### src/rtl/axis_deheaderizer_pkg.sv
// Shared header format and FSM encoding for the AXIS deheaderizer/headerizer pair.
// Field offsets are derived from the sidechannel widths so both ends agree on the layout.
package axis_deheaderizer_pkg;

    typedef enum logic [0:0] {
        WAIT_HDR = 1'b0,
        PASS     = 1'b1
    } dehdr_state_e;

    localparam int USER_LSB = 0;

    function automatic int hdr_id_lsb(input int user_width);
        return USER_LSB + user_width;
    endfunction

    function automatic int hdr_dest_lsb(input int user_width, input int id_width);
        return hdr_id_lsb(user_width) + id_width;
    endfunction

    function automatic int hdr_last_bit(input int user_width, input int id_width, input int dest_width);
        return hdr_dest_lsb(user_width, id_width) + dest_width;
    endfunction

    function automatic int hdr_pad_lsb(input int user_width, input int id_width, input int dest_width);
        return hdr_last_bit(user_width, id_width, dest_width) + 1;
    endfunction

endpackage

### src/rtl/axis_deheaderizer_if.sv
// Bundled header-prefixed input stream and restored payload stream.
// slave = view of the deheaderizer itself, master = view of the surrounding environment.
interface axis_deheaderizer_if #(
    parameter int DATA_WIDTH = 64,
    parameter int DEST_WIDTH = 16,
    parameter int ID_WIDTH   = 16,
    parameter int USER_WIDTH = 8
);
    logic [DATA_WIDTH-1:0]   hdr_TDATA;
    logic [DATA_WIDTH/8-1:0] hdr_TKEEP;
    logic                    hdr_TLAST;
    logic                    hdr_TVALID;
    logic                    hdr_TREADY;

    logic [DATA_WIDTH-1:0]   sides_TDATA;
    logic [DATA_WIDTH/8-1:0] sides_TKEEP;
    logic                    sides_TLAST;
    logic                    sides_TVALID;
    logic                    sides_TREADY;
    logic [DEST_WIDTH-1:0]   sides_TDEST;
    logic [ID_WIDTH-1:0]     sides_TID;
    logic [USER_WIDTH-1:0]   sides_TUSER;

    modport slave (
        input  hdr_TDATA, hdr_TKEEP, hdr_TLAST, hdr_TVALID, sides_TREADY,
        output hdr_TREADY, sides_TDATA, sides_TKEEP, sides_TLAST, sides_TVALID,
               sides_TDEST, sides_TID, sides_TUSER
    );

    modport master (
        output hdr_TDATA, hdr_TKEEP, hdr_TLAST, hdr_TVALID, sides_TREADY,
        input  hdr_TREADY, sides_TDATA, sides_TKEEP, sides_TLAST, sides_TVALID,
               sides_TDEST, sides_TID, sides_TUSER
    );
endinterface

### src/rtl/axis_deheaderizer_skid_reg.sv
// Two-entry (main + skid) output register: one cycle latency, full throughput,
// in_ready is a pure register so there is no combinational path from out_ready.
module axis_skid_reg #(
    parameter int WIDTH = 8
) (
    input  logic             clk,
    input  logic             rst,
    input  logic [WIDTH-1:0] in_data,
    input  logic             in_valid,
    output logic             in_ready,
    output logic [WIDTH-1:0] out_data,
    output logic             out_valid,
    input  logic             out_ready
);
    logic [WIDTH-1:0] main_data_r;
    logic [WIDTH-1:0] skid_data_r;
    logic             main_valid_r;
    logic             skid_valid_r;

    assign in_ready  = ~skid_valid_r;
    assign out_data  = main_data_r;
    assign out_valid = main_valid_r;

    // Main/skid entry update; the skid only fills when main is stalled.
    always_ff @(posedge clk or negedge rst) begin
        if (!rst) begin
            main_data_r  <= '0;
            skid_data_r  <= '0;
            main_valid_r <= 1'b0;
            skid_valid_r <= 1'b0;
        end else if (skid_valid_r) begin
            if (out_ready) begin
                main_data_r  <= skid_data_r;
                skid_valid_r <= 1'b0;
            end
        end else if (in_valid) begin
            if (!main_valid_r || out_ready) begin
                main_data_r  <= in_data;
                main_valid_r <= 1'b1;
            end else begin
                skid_data_r  <= in_data;
                skid_valid_r <= 1'b1;
            end
        end else if (out_ready) begin
            main_valid_r <= 1'b0;
        end
    end
endmodule

### src/rtl/axis_deheaderizer.sv
// Strips a one-flit header carrying DEST/ID/USER and restores them as sidechannels.
// Optional protocol checker enabled by AXIS_DEHEADERIZER_CHECK_EN adds a sticky err output.
module axis_deheaderizer
    import axis_deheaderizer_pkg::*;
#(
    parameter int DATA_WIDTH = 64,
    parameter int DEST_WIDTH = 16,
    parameter int ID_WIDTH   = 16,
    parameter int USER_WIDTH = 8
) (
    input  logic              clk,
    input  logic              rst,
    axis_deheaderizer_if.slave bus
`ifdef AXIS_DEHEADERIZER_CHECK_EN
    ,
    output logic              err
`endif
);
    localparam int KEEP_WIDTH = DATA_WIDTH / 8;
    localparam int ID_LSB     = hdr_id_lsb(USER_WIDTH);
    localparam int DEST_LSB   = hdr_dest_lsb(USER_WIDTH, ID_WIDTH);
    localparam int PAY_WIDTH  = DATA_WIDTH + KEEP_WIDTH + 1 + DEST_WIDTH + ID_WIDTH + USER_WIDTH;

    dehdr_state_e          state_r;
    dehdr_state_e          state_nxt_s;
    logic                  ready_en_r;
    logic [DEST_WIDTH-1:0] dest_r;
    logic [ID_WIDTH-1:0]   id_r;
    logic [USER_WIDTH-1:0] user_r;
    logic                  hdr_ready_s;
    logic                  hdr_fire_s;
    logic                  skid_in_valid_s;
    logic                  skid_in_ready_s;
    logic                  pass_fire_s;
    logic [PAY_WIDTH-1:0]  skid_out_s;

    // State register; ready_en_r keeps hdr_TREADY low until the first edge after reset.
    always_ff @(posedge clk or negedge rst) begin
        if (!rst) begin
            state_r    <= WAIT_HDR;
            ready_en_r <= 1'b0;
        end else begin
            state_r    <= state_nxt_s;
            ready_en_r <= 1'b1;
        end
    end

    // Next-state logic: a header with TLAST set is dropped without leaving WAIT_HDR.
    always_comb begin
        state_nxt_s = state_r;
        case (state_r)
            WAIT_HDR: begin
                if (hdr_fire_s && !bus.hdr_TLAST) state_nxt_s = PASS;
                else                              state_nxt_s = WAIT_HDR;
            end
            PASS: begin
                if (pass_fire_s && bus.hdr_TLAST) state_nxt_s = WAIT_HDR;
                else                              state_nxt_s = PASS;
            end
            default: state_nxt_s = WAIT_HDR;
        endcase
    end

    // Output decode: ready and accept strobes depend only on registers and hdr_TVALID.
    always_comb begin
        hdr_ready_s     = 1'b0;
        hdr_fire_s      = 1'b0;
        skid_in_valid_s = 1'b0;
        pass_fire_s     = 1'b0;
        case (state_r)
            WAIT_HDR: begin
                hdr_ready_s = ready_en_r;
                hdr_fire_s  = ready_en_r & bus.hdr_TVALID;
            end
            PASS: begin
                hdr_ready_s     = ready_en_r & skid_in_ready_s;
                skid_in_valid_s = ready_en_r & bus.hdr_TVALID;
                pass_fire_s     = skid_in_valid_s & skid_in_ready_s;
            end
            default: hdr_ready_s = 1'b0;
        endcase
    end

    assign bus.hdr_TREADY = hdr_ready_s;

    // Sidechannel latch, updated only by a header that opens a packet.
    always_ff @(posedge clk or negedge rst) begin
        if (!rst) begin
            dest_r <= '0;
            id_r   <= '0;
            user_r <= '0;
        end else if (hdr_fire_s && !bus.hdr_TLAST) begin
            dest_r <= bus.hdr_TDATA[DEST_LSB +: DEST_WIDTH];
            id_r   <= bus.hdr_TDATA[ID_LSB +: ID_WIDTH];
            user_r <= bus.hdr_TDATA[USER_LSB +: USER_WIDTH];
        end
    end

    axis_skid_reg #(
        .WIDTH(PAY_WIDTH)
    ) u_skid (
        .clk      (clk),
        .rst      (rst),
        .in_data  ({bus.hdr_TDATA, bus.hdr_TKEEP, bus.hdr_TLAST, dest_r, id_r, user_r}),
        .in_valid (skid_in_valid_s),
        .in_ready (skid_in_ready_s),
        .out_data (skid_out_s),
        .out_valid(bus.sides_TVALID),
        .out_ready(bus.sides_TREADY)
    );

    assign {bus.sides_TDATA, bus.sides_TKEEP, bus.sides_TLAST,
            bus.sides_TDEST, bus.sides_TID, bus.sides_TUSER} = skid_out_s;

`ifdef AXIS_DEHEADERIZER_CHECK_EN
    localparam int LAST_BIT = hdr_last_bit(USER_WIDTH, ID_WIDTH, DEST_WIDTH);
    localparam int PAD_LSB  = hdr_pad_lsb(USER_WIDTH, ID_WIDTH, DEST_WIDTH);

    logic hdr_last_r;
    logic first_r;
    logic err_r;

    // Sticky error: dirty pad, discarded header, or hdr_last disagreeing with first flit TLAST.
    always_ff @(posedge clk or negedge rst) begin
        if (!rst) begin
            hdr_last_r <= 1'b0;
            first_r    <= 1'b0;
            err_r      <= 1'b0;
        end else if (hdr_fire_s) begin
            hdr_last_r <= bus.hdr_TDATA[LAST_BIT];
            first_r    <= ~bus.hdr_TLAST;
            if (((bus.hdr_TDATA >> PAD_LSB) != '0) || bus.hdr_TLAST) err_r <= 1'b1;
        end else if (pass_fire_s) begin
            first_r <= 1'b0;
            if (first_r && (bus.hdr_TLAST != hdr_last_r)) err_r <= 1'b1;
        end
    end

    assign err = err_r;
`endif
endmodule
### src/flat_wrapper.sv
// flat-port wrapper written by rule: the top's interface ports become plain ports
module axis_deheaderizer_flat import axis_deheaderizer_pkg::*;
#(
    parameter int DATA_WIDTH = 64,
    parameter int DEST_WIDTH = 16,
    parameter int ID_WIDTH   = 16,
    parameter int USER_WIDTH = 8
)
  (clk, rst, bus_hdr_TDATA, bus_hdr_TKEEP, bus_hdr_TLAST, bus_hdr_TVALID, bus_sides_TREADY, bus_hdr_TREADY, bus_sides_TDATA, bus_sides_TKEEP, bus_sides_TLAST, bus_sides_TVALID, bus_sides_TDEST, bus_sides_TID, bus_sides_TUSER);
  axis_deheaderizer_if #(.DATA_WIDTH(DATA_WIDTH), .DEST_WIDTH(DEST_WIDTH), .ID_WIDTH(ID_WIDTH), .USER_WIDTH(USER_WIDTH)) bus_i ();
  input  logic clk;
  input  logic rst;
  input wire logic [$bits(bus_i.hdr_TDATA)-1:0] bus_hdr_TDATA;
  input wire logic [$bits(bus_i.hdr_TKEEP)-1:0] bus_hdr_TKEEP;
  input wire logic [$bits(bus_i.hdr_TLAST)-1:0] bus_hdr_TLAST;
  input wire logic [$bits(bus_i.hdr_TVALID)-1:0] bus_hdr_TVALID;
  input wire logic [$bits(bus_i.sides_TREADY)-1:0] bus_sides_TREADY;
  output wire logic [$bits(bus_i.hdr_TREADY)-1:0] bus_hdr_TREADY;
  output wire logic [$bits(bus_i.sides_TDATA)-1:0] bus_sides_TDATA;
  output wire logic [$bits(bus_i.sides_TKEEP)-1:0] bus_sides_TKEEP;
  output wire logic [$bits(bus_i.sides_TLAST)-1:0] bus_sides_TLAST;
  output wire logic [$bits(bus_i.sides_TVALID)-1:0] bus_sides_TVALID;
  output wire logic [$bits(bus_i.sides_TDEST)-1:0] bus_sides_TDEST;
  output wire logic [$bits(bus_i.sides_TID)-1:0] bus_sides_TID;
  output wire logic [$bits(bus_i.sides_TUSER)-1:0] bus_sides_TUSER;
  assign bus_i.hdr_TDATA = bus_hdr_TDATA;
  assign bus_i.hdr_TKEEP = bus_hdr_TKEEP;
  assign bus_i.hdr_TLAST = bus_hdr_TLAST;
  assign bus_i.hdr_TVALID = bus_hdr_TVALID;
  assign bus_i.sides_TREADY = bus_sides_TREADY;
  assign bus_hdr_TREADY = bus_i.hdr_TREADY;
  assign bus_sides_TDATA = bus_i.sides_TDATA;
  assign bus_sides_TKEEP = bus_i.sides_TKEEP;
  assign bus_sides_TLAST = bus_i.sides_TLAST;
  assign bus_sides_TVALID = bus_i.sides_TVALID;
  assign bus_sides_TDEST = bus_i.sides_TDEST;
  assign bus_sides_TID = bus_i.sides_TID;
  assign bus_sides_TUSER = bus_i.sides_TUSER;
  axis_deheaderizer #(.DATA_WIDTH(DATA_WIDTH), .DEST_WIDTH(DEST_WIDTH), .ID_WIDTH(ID_WIDTH), .USER_WIDTH(USER_WIDTH)) u_core (.clk(clk), .rst(rst), .bus(bus_i));
endmodule
### config.mk
export PLATFORM = sky130hd
export DESIGN_NAME = axis_deheaderizer_flat
export DESIGN_NICKNAME = d
export VERILOG_FILES = /design/src/rtl/axis_deheaderizer_pkg.sv /design/src/rtl/axis_deheaderizer_if.sv /design/src/rtl/axis_deheaderizer_skid_reg.sv /design/src/rtl/axis_deheaderizer.sv /design/src/flat_wrapper.sv
export SDC_FILE = /design/constraint.sdc
export NUM_CORES = 1
export LEC_CHECK = 0
export BUFFER_PORTS_ARGS = -buffer_cell sky130_fd_sc_hd__buf_2
export CAP_MARGIN = 30
export CORE_MARGIN = 3
export CORE_UTILIZATION = 51
export DETAILED_ROUTE_END_ITERATION = 6
export PLACE_DENSITY = 0.8
export SLEW_MARGIN = 20
export SYNTH_ARGS = -nofsm -noshare
export SYNTH_HDL_FRONTEND = slang
export SYNTH_HIERARCHICAL = 1
export SYNTH_SLANG_ARGS = --single-unit
### constraint.sdc
create_clock -name clk -period 1.7 [get_ports clk]
set_input_delay 0.34 -clock clk [delete_from_list [all_inputs] [get_ports clk]]
set_output_delay 0.34 -clock clk [all_outputs]
set_load 0.05 [all_outputs]
==> metrics.md <==
| Metric | Value |
|---|---|
| Outcome | finished, violations left |
| Failing checks | setup timing |
| Worst Slack Setup Final | -88.06 ps |
| Starting Density | 52.86% |
| Post-synth top area cell | dfrtp_1 |
| Die area | 0.02482 mm2 |
| Tmin final | 1788 ps |
| Worst path top cell family by delay | buffers and inverters |
| Clock buffer depth | 3 |
| Area of the multi-input gates | 0.004760 mm2 |
| First-pass GRT wire length | 37.52 mm |
| IO Port Bufs | 191 |
| #FFs+latches synth | 270 |
| Final Max Slew Viols | 0 |
| Cell area after synthesis | 0.01171 mm2 |
| Reg area | 0.006761 mm2 |
| Total power | 24.68 mW |
| Gr ovfl total | 0 |
| Vias/cell | 5.389 |
| DR iter-0 viols | 298 |
| Die width | 157.6 um |
| Layout area overhead | 28.31% |
| Ranking of synthesized cells by area | dfrtp_1 (58%), mux2_2 (29%), mux2_4 (9.4%), buf_6 (0.77%), buf_2 (0.73%) |
| Avg Cell Area, Syn | 16.52 um2 |
| Final wirelength | 26.51 mm |
| Cts bufs inserted | 28 |
| Largest net degree at the start of global routing | 51 |
| Row cnt | 54 |
| Hpwl dp | 15.13 mm |
| WP data required | 2110 ps |
| Core area | 0.02216 mm2 |
| DRT antenna net count | 0 |
| Clock Sink Count | 270 |
| Tot GR Track Use | 18.73% |
| Nets | 1,034 |
| CP max stage cell | dfrtp_4 |
| Crit path buffers/inverters | 3 |
| Start-to-end type of the worst setup path | register to register |
| Seq/Total Area, Yosys | 57.68% |
| Io pins | 192 |
| Distinct cells, synth | 21 |
| Vias in the first global route | 7,136 |
| Clock transition at the registers of the reported paths | 60 ps |
| Pwr per Cell Area | 1642 mW/mm2 |
| First drt pass iteration count | 6 |
| Fin. Hold Viols | 0 |
| Layout cells sized above 1 | 71.11% |
| Root Driver | clkbuf_16 |
| Finished Layout Cells | 1,256 |
| F_max | 0.5593 GHz |
| CP peak stage delay | 480 ps |
| Critical Path Start Type | register |
| Max-Cap Viols | 0 |
| Placed cells | 1,168 |
| Die height | 157.6 um |
| Max rail drop VDD | 1119 uV |
| Via count | 6,768 |
| FILL cells | 1,537 |
| # setup viols final | 123 |
| CTS tree | done |
| Share of the synthesized area in the top cell type | 57.68% |
| Net Count, Synth | 786 |
| Routed wire per std cell | 21.10 um |
| Antenna diodes | 0 |
| Setup Skew | 11.69 ps |
| CP cell instances | buf_4, nor2_2, o22a_4, buf_12, buf_16, mux2_2 |
| Hold Path Class | input port to register |
| CP max FO | 11 |
| P_leak | 7.082 nW |
| Setup crit end kind | register |
| Worst Path Arrival | 2200 ps |
| RSZ-0062 raised after global routing | yes |
| Mapped Cells | 709 |
| YS warnings | 6 |
| Final period util | 105.2% |
| Final Wtd Congestion | 0.7579 |
| Worst-Skew Late Latency | 530 ps |
| Htree depth | 1 |
| Remaining DRCs | 0 |
| Initial antenna violation count | 2 |
-- cells in the final DEF, fill, tap and decap left out, types with 2 or more instances in the layout --
cell        instances
buf_2             189
bufinv_16           2
buf_12             16
dfrtp_1           268
clkinv_2            5
clkbuf_8            6
mux2_2            277
inv_1               2
buf_4              19
clkbuf_1            4
o21ai_0             2
mux2_4            102
clkinvlp_4          2
buf_6               7
buf_8               4
buf_16             10
clkbuf_16          44
-- through the flow --
stage | instance area [um2] | hold WS (ps) | setup WS (ps) | util, % | setup TNS (ps)
2_1_floorplan | 11720 | 44.41 | 28.13 | - | 0
3_3_place_gp | 13160 | 258.8 | 6.606 | 59.37 | 0
3_5_place_dp | 13160 | 256.1 | -32.89 | 59.37 | -1552
4_1_cts | 14280 | 30.19 | -100.3 | 64.44 | -4911
5_1_grt | 15030 | 31.13 | -149.7 | 67.82 | -12170
6_report | 15030 | 53.63 | -88.06 | 67.82 | -4743
-- path summary, 6_finish.rpt --
kind / startpoint / to / slack [ps] / cells after the start
worst max-delay path: u_core/u_skid/skid_valid_r / u_core/u_skid/out_data[107] / -90 / 6
worst min-delay path: bus_hdr_TKEEP[3] / u_core/u_skid/skid_data_r[44] / 50 / 2
worst max register to register: u_core/u_skid/skid_valid_r / u_core/u_skid/out_data[107] / -90 / 6
worst min register to register: u_core/u_skid/out_data[6] / u_core/u_skid/out_data[6] / 500 / 1
max in group asynchronous: rst / u_core/u_skid/skid_data_r[16] / 800 / 3
min in group asynchronous: rst / u_core/dest_r[3] / 300 / 2
-- routing by layer --
layer	track usage [%]	vias to the layer above	wire length (um)
met5	0	-	15
met4	3.636	4	389
met3	5.801	33	1833
met2	30.17	193	12490
met1	25.48	3491	11770
li1	-	3047	-
-- layout make-up --
class | instances | share of cell area [%]
well taps | 280 | 2.331
inverters | 4 | 0.1166
multi-input cells | 392 | 31.67
clock inverters | 10 | 0.7243
repair buffers | 261 | 14.69
flip-flops and latches | 270 | 44.99
clock buffers | 39 | 5.478
-- report_power, final --
group	leakage, nW	switching (mW)	total [mW]	internal [mW]
registers	3.39	1.14	9.52	8.38
clock network	0.457	2.46	6.12	3.66
logic	3.23	5.74	9.03	3.30
-- Yosys cell counts --
library cell	instances
o22a_1	1
o2bb2ai_1	1
inv_1	4
buf_6	8
o21ai_0	2
and4bb_4	1
a21boi_0	1
dfrtp_1	270
nand2_1	1
nand3_1	1
and3_2	1
nor2_1	1
conb_1	1
mux2_4	73
buf_2	17
clkbuf_8	4
clkbuf_1	7
and4_1	1
buf_4	7
mux2_2	306
a21o_1	1
-- kinds of logic (layout without fill, tap and decap cells) --
| kind of cell | after synthesis | in the layout | share of synthesized area (%) |
|---|---|---|---|
| muxes | 379 | 379 | 38.77 |
| and+or+nand+nor | 6 | 6 | 0.3845 |
| DFF | 270 | 270 | 57.68 |
| buffers and inverters | 47 | 314 | 2.766 |
| AOI/OAI and AO/OA | 6 | 6 | 0.3632 |
| other | 1 | 1 | 0.03201 |
-- state kept, by name (all words and copies together), names as in the netlist --
| signal | cells |
|---|---|
| u_core/u_skid/out_data | 113 |
| u_core/u_skid/skid_data_r | 113 |
| u_core/dest_r | 16 |
| u_core/id_r | 16 |
| u_core/user_r | 8 |
| u_core/ready_en_r | 1 |
| u_core/state_r | 1 |
| u_core/u_skid/out_valid | 1 |
| u_core/u_skid/skid_valid_r | 1 |
-- repair_timing --
action,4_1_cts,5_1_grt
endpoints found under the hold margin,27,0
pin swaps,2,2
cloned,3,22
buffers inserted,6,8
gates resized for setup,10,53
setup endpoints to repair,24,200
hold buffers,1,0
(Power assumes the default switching activity.)
